<file path="config.mk">
export PLATFORM = sky130hd
export DESIGN_NAME = nrd_mantissa_multiplier
export DESIGN_NICKNAME = d
export VERILOG_FILES = /design/src/rtl/nrd_mantissa_multiplier_pkg.sv /design/src/rtl/mul_norm_sticky.sv /design/src/rtl/nrd_mantissa_multiplier.sv
export SDC_FILE = /design/constraint.sdc
export NUM_CORES = 1
export LEC_CHECK = 0
export ABC_AREA = 1
export CAP_MARGIN = 10
export CORE_ASPECT_RATIO = 0.8
export CORE_MARGIN = 1.5
export CORE_UTILIZATION = 58
export DETAILED_ROUTE_END_ITERATION = 7
export PLACE_DENSITY = 0.92
export SYNTH_ARGS = -nofsm -noshare
export SYNTH_HDL_FRONTEND = slang
export SYNTH_SLANG_ARGS = --single-unit
</file>
<file path="constraint.sdc">
create_clock -name clk -period 5.9 [get_ports clk]
set_clock_uncertainty 0.2 [all_clocks]
set_input_delay 0.59 -clock clk [delete_from_list [all_inputs] [get_ports clk]]
set_output_delay 0.59 -clock clk [all_outputs]
set_load 0.02 [all_outputs]
</file>
<file path="src/rtl/nrd_mantissa_multiplier_pkg.sv">
// Shared FPU significand constants, FSM state encoding and the multiply result
// record handed to the rounding stage.
package nrd_mantissa_multiplier_pkg;

    localparam int MANT_LENGTH = 24;
    localparam int PROD_LENGTH = 48;

    typedef enum logic [1:0] {
        IDLE = 2'd0,
        BUSY = 2'd1,
        DONE = 2'd2
    } mul_state_t;

    typedef struct packed {
        logic [PROD_LENGTH-1:0] product;
        logic                   norm;
        logic [MANT_LENGTH-1:0] mantissa;
        logic                   sticky;
    } mul_result_t;

endpackage

</file>
<file path="src/rtl/mul_norm_sticky.sv">
// Maps a double-width significand product onto the normalisation flag, the
// retained significand and the sticky bit feeding the rounder.
module mul_norm_sticky #(
    parameter int  MANT_W = 24,
    localparam int PROD_W = 2 * MANT_W
) (
    input  logic [PROD_W-1:0] product,
    output logic              norm,
    output logic [MANT_W-1:0] mantissa,
    output logic              sticky
);

    // A set top bit means the product lies in [2,4) and the window slides up one bit.
    always_comb begin
        norm     = product[PROD_W-1];
        mantissa = {MANT_W{1'b0}};
        sticky   = 1'b0;
        if (norm) begin
            mantissa = product[PROD_W-1 -: MANT_W];
            sticky   = |product[PROD_W-MANT_W-1:0];
        end else begin
            mantissa = product[PROD_W-2 -: MANT_W];
            sticky   = |product[PROD_W-MANT_W-2:0];
        end
    end

endmodule

</file>
<file path="src/rtl/nrd_mantissa_multiplier.sv">
// Sequential radix-2 shift-add significand multiplier: one operation at a time,
// fixed MULTIPLIER_LENGTH-cycle latency, result held until consumed.
module nrd_mantissa_multiplier
    import nrd_mantissa_multiplier_pkg::*;
#(
    parameter int  MULTIPLICAND_LENGTH = MANT_LENGTH,
    parameter int  MULTIPLIER_LENGTH   = MANT_LENGTH,
    localparam int PRODUCT_LENGTH      = MULTIPLICAND_LENGTH + MULTIPLIER_LENGTH
) (
    input  logic                           clk,
    input  logic                           rst,
    input  logic                           in_valid,
    output logic                           in_ready,
    input  logic [MULTIPLICAND_LENGTH-1:0] a,
    input  logic [MULTIPLIER_LENGTH-1:0]   b,
    output logic                           out_valid,
    input  logic                           out_ready,
    output logic [PRODUCT_LENGTH-1:0]      product,
    output logic                           norm,
    output logic [MULTIPLICAND_LENGTH-1:0] mantissa,
    output logic                           sticky
);

    localparam int               CNT_W    = $clog2(MULTIPLIER_LENGTH);
    localparam logic [CNT_W-1:0] CNT_LAST = CNT_W'(MULTIPLIER_LENGTH - 1);

    mul_state_t state_r;
    mul_state_t state_next_s;

    // acc carries one extra bit so the carry out of each partial sum survives the shift.
    logic [MULTIPLICAND_LENGTH:0]   acc_r;
    logic [MULTIPLICAND_LENGTH-1:0] mcand_r;
    logic [MULTIPLIER_LENGTH-1:0]   mq_r;
    logic [CNT_W-1:0]               cnt_r;

    logic [MULTIPLICAND_LENGTH:0]   addend_s;
    logic [MULTIPLICAND_LENGTH:0]   sum_s;
    logic [MULTIPLICAND_LENGTH:0]   acc_next_s;
    logic [MULTIPLIER_LENGTH-1:0]   mq_next_s;
    logic [PRODUCT_LENGTH-1:0]      product_next_s;
    logic                           norm_next_s;
    logic [MULTIPLICAND_LENGTH-1:0] mant_next_s;
    logic                           sticky_next_s;
    logic                           last_iter_s;

    mul_result_t result_s;
    mul_result_t result_r;

    assign last_iter_s = (state_r == BUSY) && (cnt_r == CNT_LAST);

    // One shift-add step: conditional add, then shift {sum,mq} right by one.
    always_comb begin
        addend_s       = mq_r[0] ? {1'b0, mcand_r} : {(MULTIPLICAND_LENGTH+1){1'b0}};
        sum_s          = acc_r + addend_s;
        acc_next_s     = {1'b0, sum_s[MULTIPLICAND_LENGTH:1]};
        mq_next_s      = {sum_s[0], mq_r[MULTIPLIER_LENGTH-1:1]};
        product_next_s = {acc_next_s[MULTIPLICAND_LENGTH-1:0], mq_next_s};
    end

    mul_norm_sticky #(
        .MANT_W (MULTIPLICAND_LENGTH)
    ) u_norm_sticky (
        .product  (product_next_s),
        .norm     (norm_next_s),
        .mantissa (mant_next_s),
        .sticky   (sticky_next_s)
    );

    assign result_s = '{product:  product_next_s,
                        norm:     norm_next_s,
                        mantissa: mant_next_s,
                        sticky:   sticky_next_s};

    // FSM state register.
    always_ff @(posedge clk) begin
        if (rst) begin
            state_r <= IDLE;
        end else begin
            state_r <= state_next_s;
        end
    end

    // FSM next-state decode.
    always_comb begin
        state_next_s = state_r;
        case (state_r)
            IDLE: begin
                if (in_valid) begin
                    state_next_s = BUSY;
                end else begin
                    state_next_s = IDLE;
                end
            end
            BUSY: begin
                if (cnt_r == CNT_LAST) begin
                    state_next_s = DONE;
                end else begin
                    state_next_s = BUSY;
                end
            end
            DONE: begin
                if (out_ready) begin
                    state_next_s = IDLE;
                end else begin
                    state_next_s = DONE;
                end
            end
            default: state_next_s = IDLE;
        endcase
    end

    // FSM handshake outputs.
    always_comb begin
        in_ready  = 1'b0;
        out_valid = 1'b0;
        case (state_r)
            IDLE:    in_ready  = 1'b1;
            BUSY:    in_ready  = 1'b0;
            DONE:    out_valid = 1'b1;
            default: in_ready  = 1'b0;
        endcase
    end

    // Operand capture, iteration and result latch; the result only moves on the final step.
    always_ff @(posedge clk) begin
        if (rst) begin
            acc_r    <= {(MULTIPLICAND_LENGTH+1){1'b0}};
            mcand_r  <= {MULTIPLICAND_LENGTH{1'b0}};
            mq_r     <= {MULTIPLIER_LENGTH{1'b0}};
            cnt_r    <= {CNT_W{1'b0}};
            result_r <= '0;
        end else begin
            case (state_r)
                IDLE: begin
                    if (in_valid) begin
                        acc_r   <= {(MULTIPLICAND_LENGTH+1){1'b0}};
                        mcand_r <= a;
                        mq_r    <= b;
                        cnt_r   <= {CNT_W{1'b0}};
                    end
                end
                BUSY: begin
                    acc_r <= acc_next_s;
                    mq_r  <= mq_next_s;
                    cnt_r <= cnt_r + CNT_W'(1);
                    if (last_iter_s) begin
                        result_r <= result_s;
                    end
                end
                default: begin
                    cnt_r <= cnt_r;
                end
            endcase
        end
    end

    assign product  = result_r.product;
    assign norm     = result_r.norm;
    assign mantissa = result_r.mantissa;
    assign sticky   = result_r.sticky;

endmodule

</file>
==> results of run 1 <==
metal layers:
metal	part of all wire	wire length (um)	global-route usage
met3	0.065	1421	0.06903
met2	0.47	10320	0.5315
met5	0	0	0
met1	0.42	9202	0.3776
met4	0.037	816	0.1545
cell usage in the layout (no fill, tap or decap), types with 2 or more instances in the layout:
master	count
nor2_2	4
buf_4	7
clkinv_8	2
inv_1	182
o211ai_1	15
clkinv_4	2
a21oi_1	83
a211oi_1	13
o22ai_1	11
o21ai_1	3
nor2_4	5
nand2_2	9
clkinvlp_4	2
xnor2_1	6
or2_1	3
xor2_1	5
o21ai_0	60
a31oi_1	10
clkdlybuf4s50_1	126
nand4_1	12
nand2_1	336
nand3b_1	6
a21oi_2	3
dfxtp_1	152
inv_2	6
nor2_1	106
clkbuf_16	17
ha_1	25
inv_6	5
a221oi_1	4
inv_8	4
nor4_1	2
nand3_1	57
tightest hold or removal path, cell delays in order (launching register included):
cell     delay (ps)
dfxtp_1         310
nand2_1          60
a21oi_1          50
logic make-up after synthesis:
kind of cell | Yosys count | share of synthesized area
and+or+nand+nor | 545 | 0.2889
xor gates and xnor gates | 11 | 0.01223
DFF | 152 | 0.3862
buffers and inverters | 244 | 0.1224
AOI/OAI and AO/OA | 205 | 0.1480
adders and majority gates | 26 | 0.04224
flip-flops by register name, indices dropped and copies added (netlist names):
register and cells:
product 48, acc_r 24, mantissa 24, mcand_r 24, mq_r 24, cnt_r 5, state_r 2, sticky 1
cell type report:
type	instances	area share
tap	175	0.02245
clock buffer	17	0.04362
sequential	152	0.3120
clock inverter	15	0.01578
timing repair buffer	134	0.1352
inverter	189	0.07274
multi-input combinational	787	0.3982
final timing paths:
| check | start | cells past startpoint | slack, ps | end |
|---|---|---|---|---|
| worst max register to register | mq_r[0] | 13 | 2750 | mantissa[0] |
| worst min register to register | mantissa[16] | 2 | 260 | mantissa[16] |
| worst min-delay path | mantissa[16] | 2 | 260 | mantissa[16] |
| worst max-delay path | mq_r[0] | 13 | 2750 | mantissa[0] |
power by group through the flow:
stage	Combinational, uW	Sequential, uW	Clock [uW]
finish	213	1080	1070
global route	234	1090	1120
CTS	211	1080	1070
detailed placement	208	1100	0
global placement	203	1100	0
floorplan	135	1090	0
through the flow:
step	hold slack, ps	power (uW)	cells	setup slack, ps
after floorplan	239.7	1229	1183	3364
after global placement	251.7	1305	1437	2916
after detailed placement	258.2	1311	1437	2828
after CTS	267.3	2362	1469	2758
after global routing	279.9	2439	1469	2397
final	264.6	2361	1469	2745
==> impl_metrics.py, run 1 <==
metrics = {
    "global_route": {
        "grt_use_total": 0.3134,
        "grt_pass1_vias": 7555,
        "overflow": 0,
        "grt_pass1_wl_um": 35410,
        "grt_max_degree": 93,
        "antenna_found_initial": 0,
    },
    "synthesis": {
        "synth_area_leaders": "dfxtp_1 39%, nand2_1 16%, inv_1 8.7%, a21oi_1 5.3%, nor2_1 5.1%",
        "ys.flop_type": "dfxtp_1",
        "syn_nets": 1261,
        "yosysTopAreaCell": "dfxtp_1",
        "ys_ff_latch": 152,
        "synth.cell_area_mm2": 0.007879,
        "synthArstFlopShare": 0,
        "ys.warnings.count": 0,
        "yosysSeqAreaShare": 0.3862,
        "avgSynthCellArea_um2": 6.660,
        "synth_edf_count": 0,
        "syn-instance-count": 1183,
        "synth_top_area_share": 0.3862,
        "yosysUniqueCellTypes": 40,
        "synth.most_common_cell": "nand2_1",
        "synth_common_cells": "336 x nand2_1, 182 x inv_1, 152 x dfxtp_1",
    },
    "detailed_routing": {
        "drtIter0Drc": 557,
        "final_antenna_net_count": 0,
        "drc_errors": 0,
        "first_pass_iters": 5,
        "dr_total_vias": 7984,
        "routedWlPerCell_um": 14.81,
        "wirelength_um": 21760,
        "vias_per_cell": 5.435,
    },
    "floorplanning": {
        "die_height_um": 107.2,
        "start_util": 0.6035,
        "rows": 37,
        "io_pins": 128,
        "dieArea_mm2": 0.01430,
        "core_mm2": 0.01306,
        "die_w_um": 133.3,
    },
    "clocking": {
        "cts_resized": 0,
        "clock_path_buffers": 2,
        "post_cts_buffers": 0,
        "cts.clk_slew.worst_paths_ps": 70,
        "cts_root_buf": "clkbuf_16",
        "cts.sinks": 152,
        "cts_hold_buf": 0,
        "htreeDepth": 4,
        "clock_latency_ps": 430,
        "cts_inserted_buffers": 17,
        "cts_tree": "done",
    },
    "timing": {
        "tns_ps": 0,
        "worstMarginPinSlew_ps": 917.9,
        "rsz0062_at_grt": "false",
        "fin_crit_ps": 3155,
        "drv_slew": 0,
        "hold_viol": 0,
        "timing.fmax_ghz": 0.3170,
        "relSlewSlack": 0.3881,
        "setup_viol": 0,
        "period_share": 0.5347,
    },
    "placed_design": {
        "port_buffers": 127,
        "gp_congestion": 0.9600,
        "dpl_cell_area_mm2": 0.009174,
        "hpwlAfterDp_um": 15230,
    },
    "job": {
        "maxCapViolCount": 0,
    },
    "critical_path": {
        "crit_arrival_ps": 3320,
        "crit_type": "reg -> reg",
        "crit_fanout": 33,
        "cpMaxStageDelayCell": "dfxtp_1",
        "start_kind": "flop",
        "cp_slowest_stage_delay_ps": 590,
        "crit_family": "simple AND/OR/NAND/NOR gates",
        "path_cells": "nand2_1 > inv_1 > ha_1 > fa_1 > nand3_1 > nand3_1 > nand2_1 > nand2_2 > nand2_2 > nand3_4 > a21oi_1 > o21ai_0 > a21oi_1",
        "critPathBufInv": 1,
        "endpoint_kind": "flop",
        "required_ps": 6060,
    },
    "final_layout": {
        "post-route-util": 0.7471,
        "n_fill_cell": 1007,
        "stdcell_area_mm2": 0.009753,
        "area_growth_pct": 23.79,
        "multi_input_area_mm2": 0.003884,
        "drive_gt1_frac": 0.05564,
        "seqCellArea_mm2": 0.003043,
        "finalNetCount": 1359,
        "num_antenna_cells": 0,
    },
    "power": {
        "power_frac_seq": 0.458,
        "p_switching_uw": 659.8,
        "p_int_uw": 1701,
        "pwr-share-clk": 0.452,
        "total_leakage_power_uw": 0.004646,
        "cellPowerDensity_mw_per_mm2": 242.1,
        "combPwrFrac": 0.090,
        "ir_drop_mv": 0.2031,
        "sw_frac_of_total": 0.2794,
    },
    "status": {
        "status": "finished clean",
    },
    "hold_path": {
        "hp-class": "reg -> reg",
    },
}
Power figures use the tool's default switching activity.
==> run 2, diff against run 1 <==
--- a/config.mk
+++ b/config.mk
@@ -9,9 +9,9 @@
 export CAP_MARGIN = 10
 export CORE_ASPECT_RATIO = 0.8
 export CORE_MARGIN = 1.5
-export CORE_UTILIZATION = 58
+export CORE_UTILIZATION = 49
 export DETAILED_ROUTE_END_ITERATION = 7
-export PLACE_DENSITY = 0.92
+export PLACE_DENSITY = 0.83
 export SYNTH_ARGS = -nofsm -noshare
 export SYNTH_HDL_FRONTEND = slang
 export SYNTH_SLANG_ARGS = --single-unit
==> constraint.sdc (replaced) <==
create_clock -name clk -period 2.79 [get_ports clk]
set_clock_uncertainty 0.2 [all_clocks]
set_input_delay 0.279 -clock clk [delete_from_list [all_inputs] [get_ports clk]]
set_output_delay 0.279 -clock clk [all_outputs]
set_load 0.02 [all_outputs]
==> impl_metrics.py, run 2 (same netlist as run 1, synthesis figures left out) <==
metrics = {
    "detailed_routing": {
        "first_pass_iters": 6,
        "dr_total_vias": 7837,
        "drtIter0Drc": 637,
        "wirelength_um": 21380,
        "vias_per_cell": 5.163,
        "drc_errors": 0,
        "routedWlPerCell_um": 14.08,
        "final_antenna_net_count": 0,
    },
    "job": {
        "maxCapViolCount": 0,
    },
    "placed_design": {
        "hpwlAfterDp_um": 15360,
        "place_ws_ps": 116.2,
        "gp_congestion": 0.9446,
        "port_buffers": 127,
    },
    "clocking": {
        "htreeDepth": 4,
        "cts_root_buf": "clkbuf_16",
        "cts_tree": "done",
        "cts_inserted_buffers": 17,
        "cts_hold_buf": 0,
        "cts.sinks": 152,
        "clock_latency_ps": 440,
        "cts.clk_slew.worst_paths_ps": 70,
        "clock_path_buffers": 2,
    },
    "global_route": {
        "grt_pass1_wl_um": 35020,
        "grt-busiest-layer": "met2",
        "overflow": 0,
        "antenna_found_initial": 0,
        "met2_usage": 0.4416,
        "met3_usage": 0.06314,
        "grt_pass1_vias": 7416,
        "grt_max_degree": 82,
        "grt_use_total": 0.2646,
        "use_met1": 0.3257,
    },
    "power": {
        "cellPowerDensity_mw_per_mm2": 511.9,
        "ir_drop_mv": 0.3799,
        "total_leakage_power_uw": 0.004732,
    },
    "critical_path": {
        "endpoint_kind": "flop",
        "r2r_setup_slack_ps": 140,
        "crit_type": "reg -> reg",
        "crit_fanout": 23,
        "start_kind": "flop",
        "worstRegToRegCells": 15,
        "reg2reg_to": "mantissa[22]",
        "crit_arrival_ps": 2730,
        "reg2reg_from": "mq_r[0]",
        "required_ps": 2880,
    },
    "floorplanning": {
        "die_height_um": 116.4,
        "io_pins": 128,
        "die_w_um": 144.8,
        "core_mm2": 0.01575,
        "dieArea_mm2": 0.01685,
        "start_util": 0.5003,
        "rows": 41,
    },
    "timing": {
        "relSlewSlack": 0.4719,
        "fin_crit_ps": 2648,
        "timing.fmax_ghz": 0.3777,
        "rsz0062_at_grt": "true",
        "fin_ws_ps": 142.1,
        "worstMarginPinSlew_ps": 789.2,
        "period_share": 0.9491,
        "hold_viol": 0,
        "setup_viol": 0,
        "drv_slew": 0,
    },
    "hold_path": {
        "holdPathEnd": "product[7]",
        "holdPathStages": 4,
        "hp-class": "in -> reg",
        "hold_path_startpoint": "rst",
    },
    "final_layout": {
        "num_antenna_cells": 0,
        "post-route-util": 0.6342,
        "largest_reg_flops": 48,
        "area_growth_pct": 26.77,
        "final_cell_mix": "335 x nand2_1, 182 x inv_1, 152 x dfxtp_1",
        "mostFrequentLayoutCell": "nand2_1",
        "finalNetCount": 1368,
        "drive_gt1_frac": 0.06523,
    },
    "status": {
        "status": "finished clean",
    },
}
-- run 2: changes by cell type in the layout (fill, tap and decap cells not counted), sizes merged --
| cell | previous run | this run |
|---|---|---|
| nand3 | 58 | 59 |
| bufinv | 0 | 2 |
| inv | 197 | 195 |
| buf | 8 | 16 |
-- run 2: routing by layer --
layer | vias to the layer above | routed length [um] | part of all wire
met5 | - | 0 | 0
met1 | 3544 | 9236 | 0.43
met2 | 271 | 10010 | 0.47
met4 | 0 | 719 | 0.034
li1 | 3973 | - | -
met3 | 49 | 1412 | 0.066
-- run 2: worst max-delay path, cell delays in order, from the launching register on --
cell	delay (ps)
dfxtp_1	390
buf_12	180
nand2_1	70
inv_1	50
ha_1	280
nand2_1	90
nand2_1	80
nand2_1	60
nand2_1	120
a21oi_4	260
nand2_1	160
nor2_4	150
buf_12	150
nand3_1	90
nand3_1	90
a21oi_1	60
-- run 2: worst max path at each step --
stage	from	to	slack, ps	depth (start not counted)
5_1_grt	mq_r[0]	mantissa[22]	-40	15
3_5_place_dp	mq_r[0]	mantissa[1]	120	12
2_1_floorplan	mq_r[0]	mantissa[13]	250	16
4_1_cts	mq_r[0]	mantissa[3]	60	13
6_report	mq_r[0]	mantissa[22]	140	15
3_3_place_gp	mq_r[0]	mantissa[14]	170	14
-- run 2: what timing repair did --
item / in CTS / in global routing
endpoints found under the setup margin: 0 / 24
setup buffers: 0 / 1
resized for setup: 0 / 8
-- run 2: where the power goes --
group | total [uW] | internal, uW | switching [uW]
Combinational | 470 | 183 | 287
Clock | 2370 | 1350 | 1010
Sequential | 2280 | 2240 | 41.0
Total | 5110 | 3770 | 1340
-- run 2: stage by stage --
step | TNS, ps | instances | power [uW] | cell area [um^2] | hold WS [ps]
floorplan | 0 | 1183 | 2599 | 7879 | 233.7
global placement | 0 | 1484 | 2781 | 9314 | 248.7
detailed placement | 0 | 1484 | 2791 | 9314 | 252.5
CTS | 0 | 1516 | 5132 | 9922 | 183.2
global route | -208.8 | 1518 | 5301 | 9988 | 208.1
finish | 0 | 1518 | 5113 | 9988 | 189.6
-- run 2: area by class of cell --
cell class	instances	area, um^2
clock buffer	17	425.4
clock inverter	15	182.7
fill	1458	5761
inverter	189	709.4
multi-input combinational	788	3930
sequential	152	3043
tap	215	269.0
timing repair buffer	142	1429
==> run 3, diff against run 2 <==
==> constraint.sdc (replaced) <==
create_clock -name clk -period 2.2 [get_ports clk]
set_clock_uncertainty 0.2 [all_clocks]
set_input_delay 0.22 -clock clk [delete_from_list [all_inputs] [get_ports clk]]
set_output_delay 0.22 -clock clk [all_outputs]
set_load 0.02 [all_outputs]
==> impl_metrics.py, run 3 (same netlist as run 1, synthesis figures left out) <==
metrics = {
    "status": {
        "status": "finished, violations left",
        "violations": "negative setup slack",
    },
    "placed_design": {
        "hpwlAfterDp_um": 18010,
        "port_buffers": 127,
        "gp_congestion": 0.9867,
    },
    "final_layout": {
        "drive_gt1_frac": 0.3071,
        "mostFrequentLayoutCell": "nand2_1",
        "finalNetCount": 1462,
        "area_growth_pct": 52.95,
        "largest_reg_flops": 48,
        "num_antenna_cells": 0,
        "final_cell_mix": "235 x nand2_1, 151 x inv_1, 150 x dfxtp_1",
    },
    "critical_path": {
        "reg2reg_from": "mq_r[0]",
        "crit_fanout": 7,
        "endpoint_kind": "flop",
        "required_ps": 2370,
        "start_kind": "flop",
        "crit_start": "mq_r[0]",
        "crit_arrival_ps": 2840,
        "crit_type": "reg -> reg",
    },
    "power": {
        "cellPowerDensity_mw_per_mm2": 541.0,
        "ir_drop_mv": 0.4653,
        "total_leakage_power_uw": 0.005503,
    },
    "timing": {
        "setup_viol": 67,
        "whs_ps": 100.1,
        "timing.fmax_ghz": 0.3737,
        "drv_slew": 0,
        "fin_ws_ps": -475.8,
        "relSlewSlack": 0.6049,
        "hold_viol": 0,
        "fin_crit_ps": 2676,
        "worstMarginPinSlew_ps": 592.7,
        "rsz0062_at_grt": "true",
        "tns_ps": -17270,
        "period_share": 1.216,
    },
    "detailed_routing": {
        "vias_per_cell": 5.826,
        "first_pass_iters": 7,
        "dr_total_vias": 9391,
        "final_antenna_net_count": 0,
        "drtIter0Drc": 1252,
        "routedWlPerCell_um": 19.65,
        "drc_errors": 0,
        "wirelength_um": 31670,
    },
    "clocking": {
        "cts_root_buf": "clkbuf_16",
        "clock_path_buffers": 2,
        "cts_inserted_buffers": 17,
        "clock_latency_ps": 440,
        "cts.clk_slew.worst_paths_ps": 70,
        "cts.sinks": 152,
        "htreeDepth": 4,
        "cts_tree": "done",
        "cts_hold_buf": 0,
    },
    "floorplanning": {
        "rows": 41,
        "start_util": 0.5003,
        "die_w_um": 144.8,
        "die_height_um": 116.4,
        "dieArea_mm2": 0.01685,
        "core_mm2": 0.01575,
        "io_pins": 128,
    },
    "job": {
        "maxCapViolCount": 0,
    },
    "global_route": {
        "overflow": 0,
        "grt_max_degree": 72,
        "grt_pass1_wl_um": 42670,
        "grt_use_total": 0.3304,
        "antenna_found_initial": 0,
        "grt_pass1_vias": 8343,
    },
    "hold_path": {
        "hp-class": "in -> reg",
        "hold_path_startpoint": "rst",
    },
}
## run 3: cell types whose count changed in the layout (fill, tap and decap cells not counted), moves of 19 or more
cell / change
inv_2: +29
a21oi_1: -22
buf_4: +76
nor2_1: -19
ha_1: -23
nand2_1: -100
a21oi_2: +19
nand3_1: -36
inv_1: -31
nand3_2: +28
nand2_2: +78
ha_4: +23
nand2_4: +22
## run 3: report_power, final
part / internal, uW / switching [uW] / total, uW
sequential: 2840 / 60.8 / 2900
clock: 1510 / 1300 / 2800
combinational: 334 / 482 / 816
## run 3: path summary, 6_finish.rpt
check        slack, ps           end  cells after the start
max               -480  mantissa[20]                     13
min                100     acc_r[12]                      2
max reg2reg       -480  mantissa[20]                     13
min reg2reg        270       mq_r[3]                      2
## run 3: final cells by class
| cell class | count | area [um^2] |
|---|---|---|
| Clock buffer | 20 | 446.7 |
| Clock inverter | 12 | 107.6 |
| Fill cell | 944 | 3699 |
| Inverter | 189 | 716.9 |
| Multi-Input combinational cell | 787 | 5213 |
| Sequential cell | 152 | 3048 |
| Tap cell | 215 | 269.0 |
| Timing Repair Buffer | 237 | 2250 |
## run 3: metal layers
metal / vias up / track usage / part of all wire
met3: 195 / 0.09471 / 0.12
met5: - / 0 / 0
met2: 707 / 0.5044 / 0.44
met4: 0 / 0.1111 / 0.050
met1: 4354 / 0.4498 / 0.39
li1: 4135 / - / -
## run 3: metrics by stage
step,util,setup WS (ps),power [uW],area [um^2],instances
global route,0.7652,-528.8,6702,12050,1612
global placement,0.6467,-330.7,3615,10180,1557
finish,0.7652,-475.8,6519,12050,1612
CTS,0.7213,-242.8,6440,11360,1597
floorplan,-,-97.24,3333,8210,1183
detailed placement,0.6467,-363.3,3632,10180,1557
## run 3: repair_timing
item	in CTS	in global routing
setup buffers	7	14
pin swaps	28	74
cloned	1	2
hold endpoints to repair	0	0
gates resized for setup	160	144
endpoints found under the setup margin	66	83
## run 3: critical path: stages, from the launching register on
cell	delay [ps]
dfxtp_4	360
buf_6	130
nand2_2	50
inv_2	50
ha_4	170
fa_2	380
nand3_2	90
nand3_2	80
buf_4	160
nand3b_1	180
nand4_1	310
nand3_2	170
nand3_1	110
a21oi_1	150
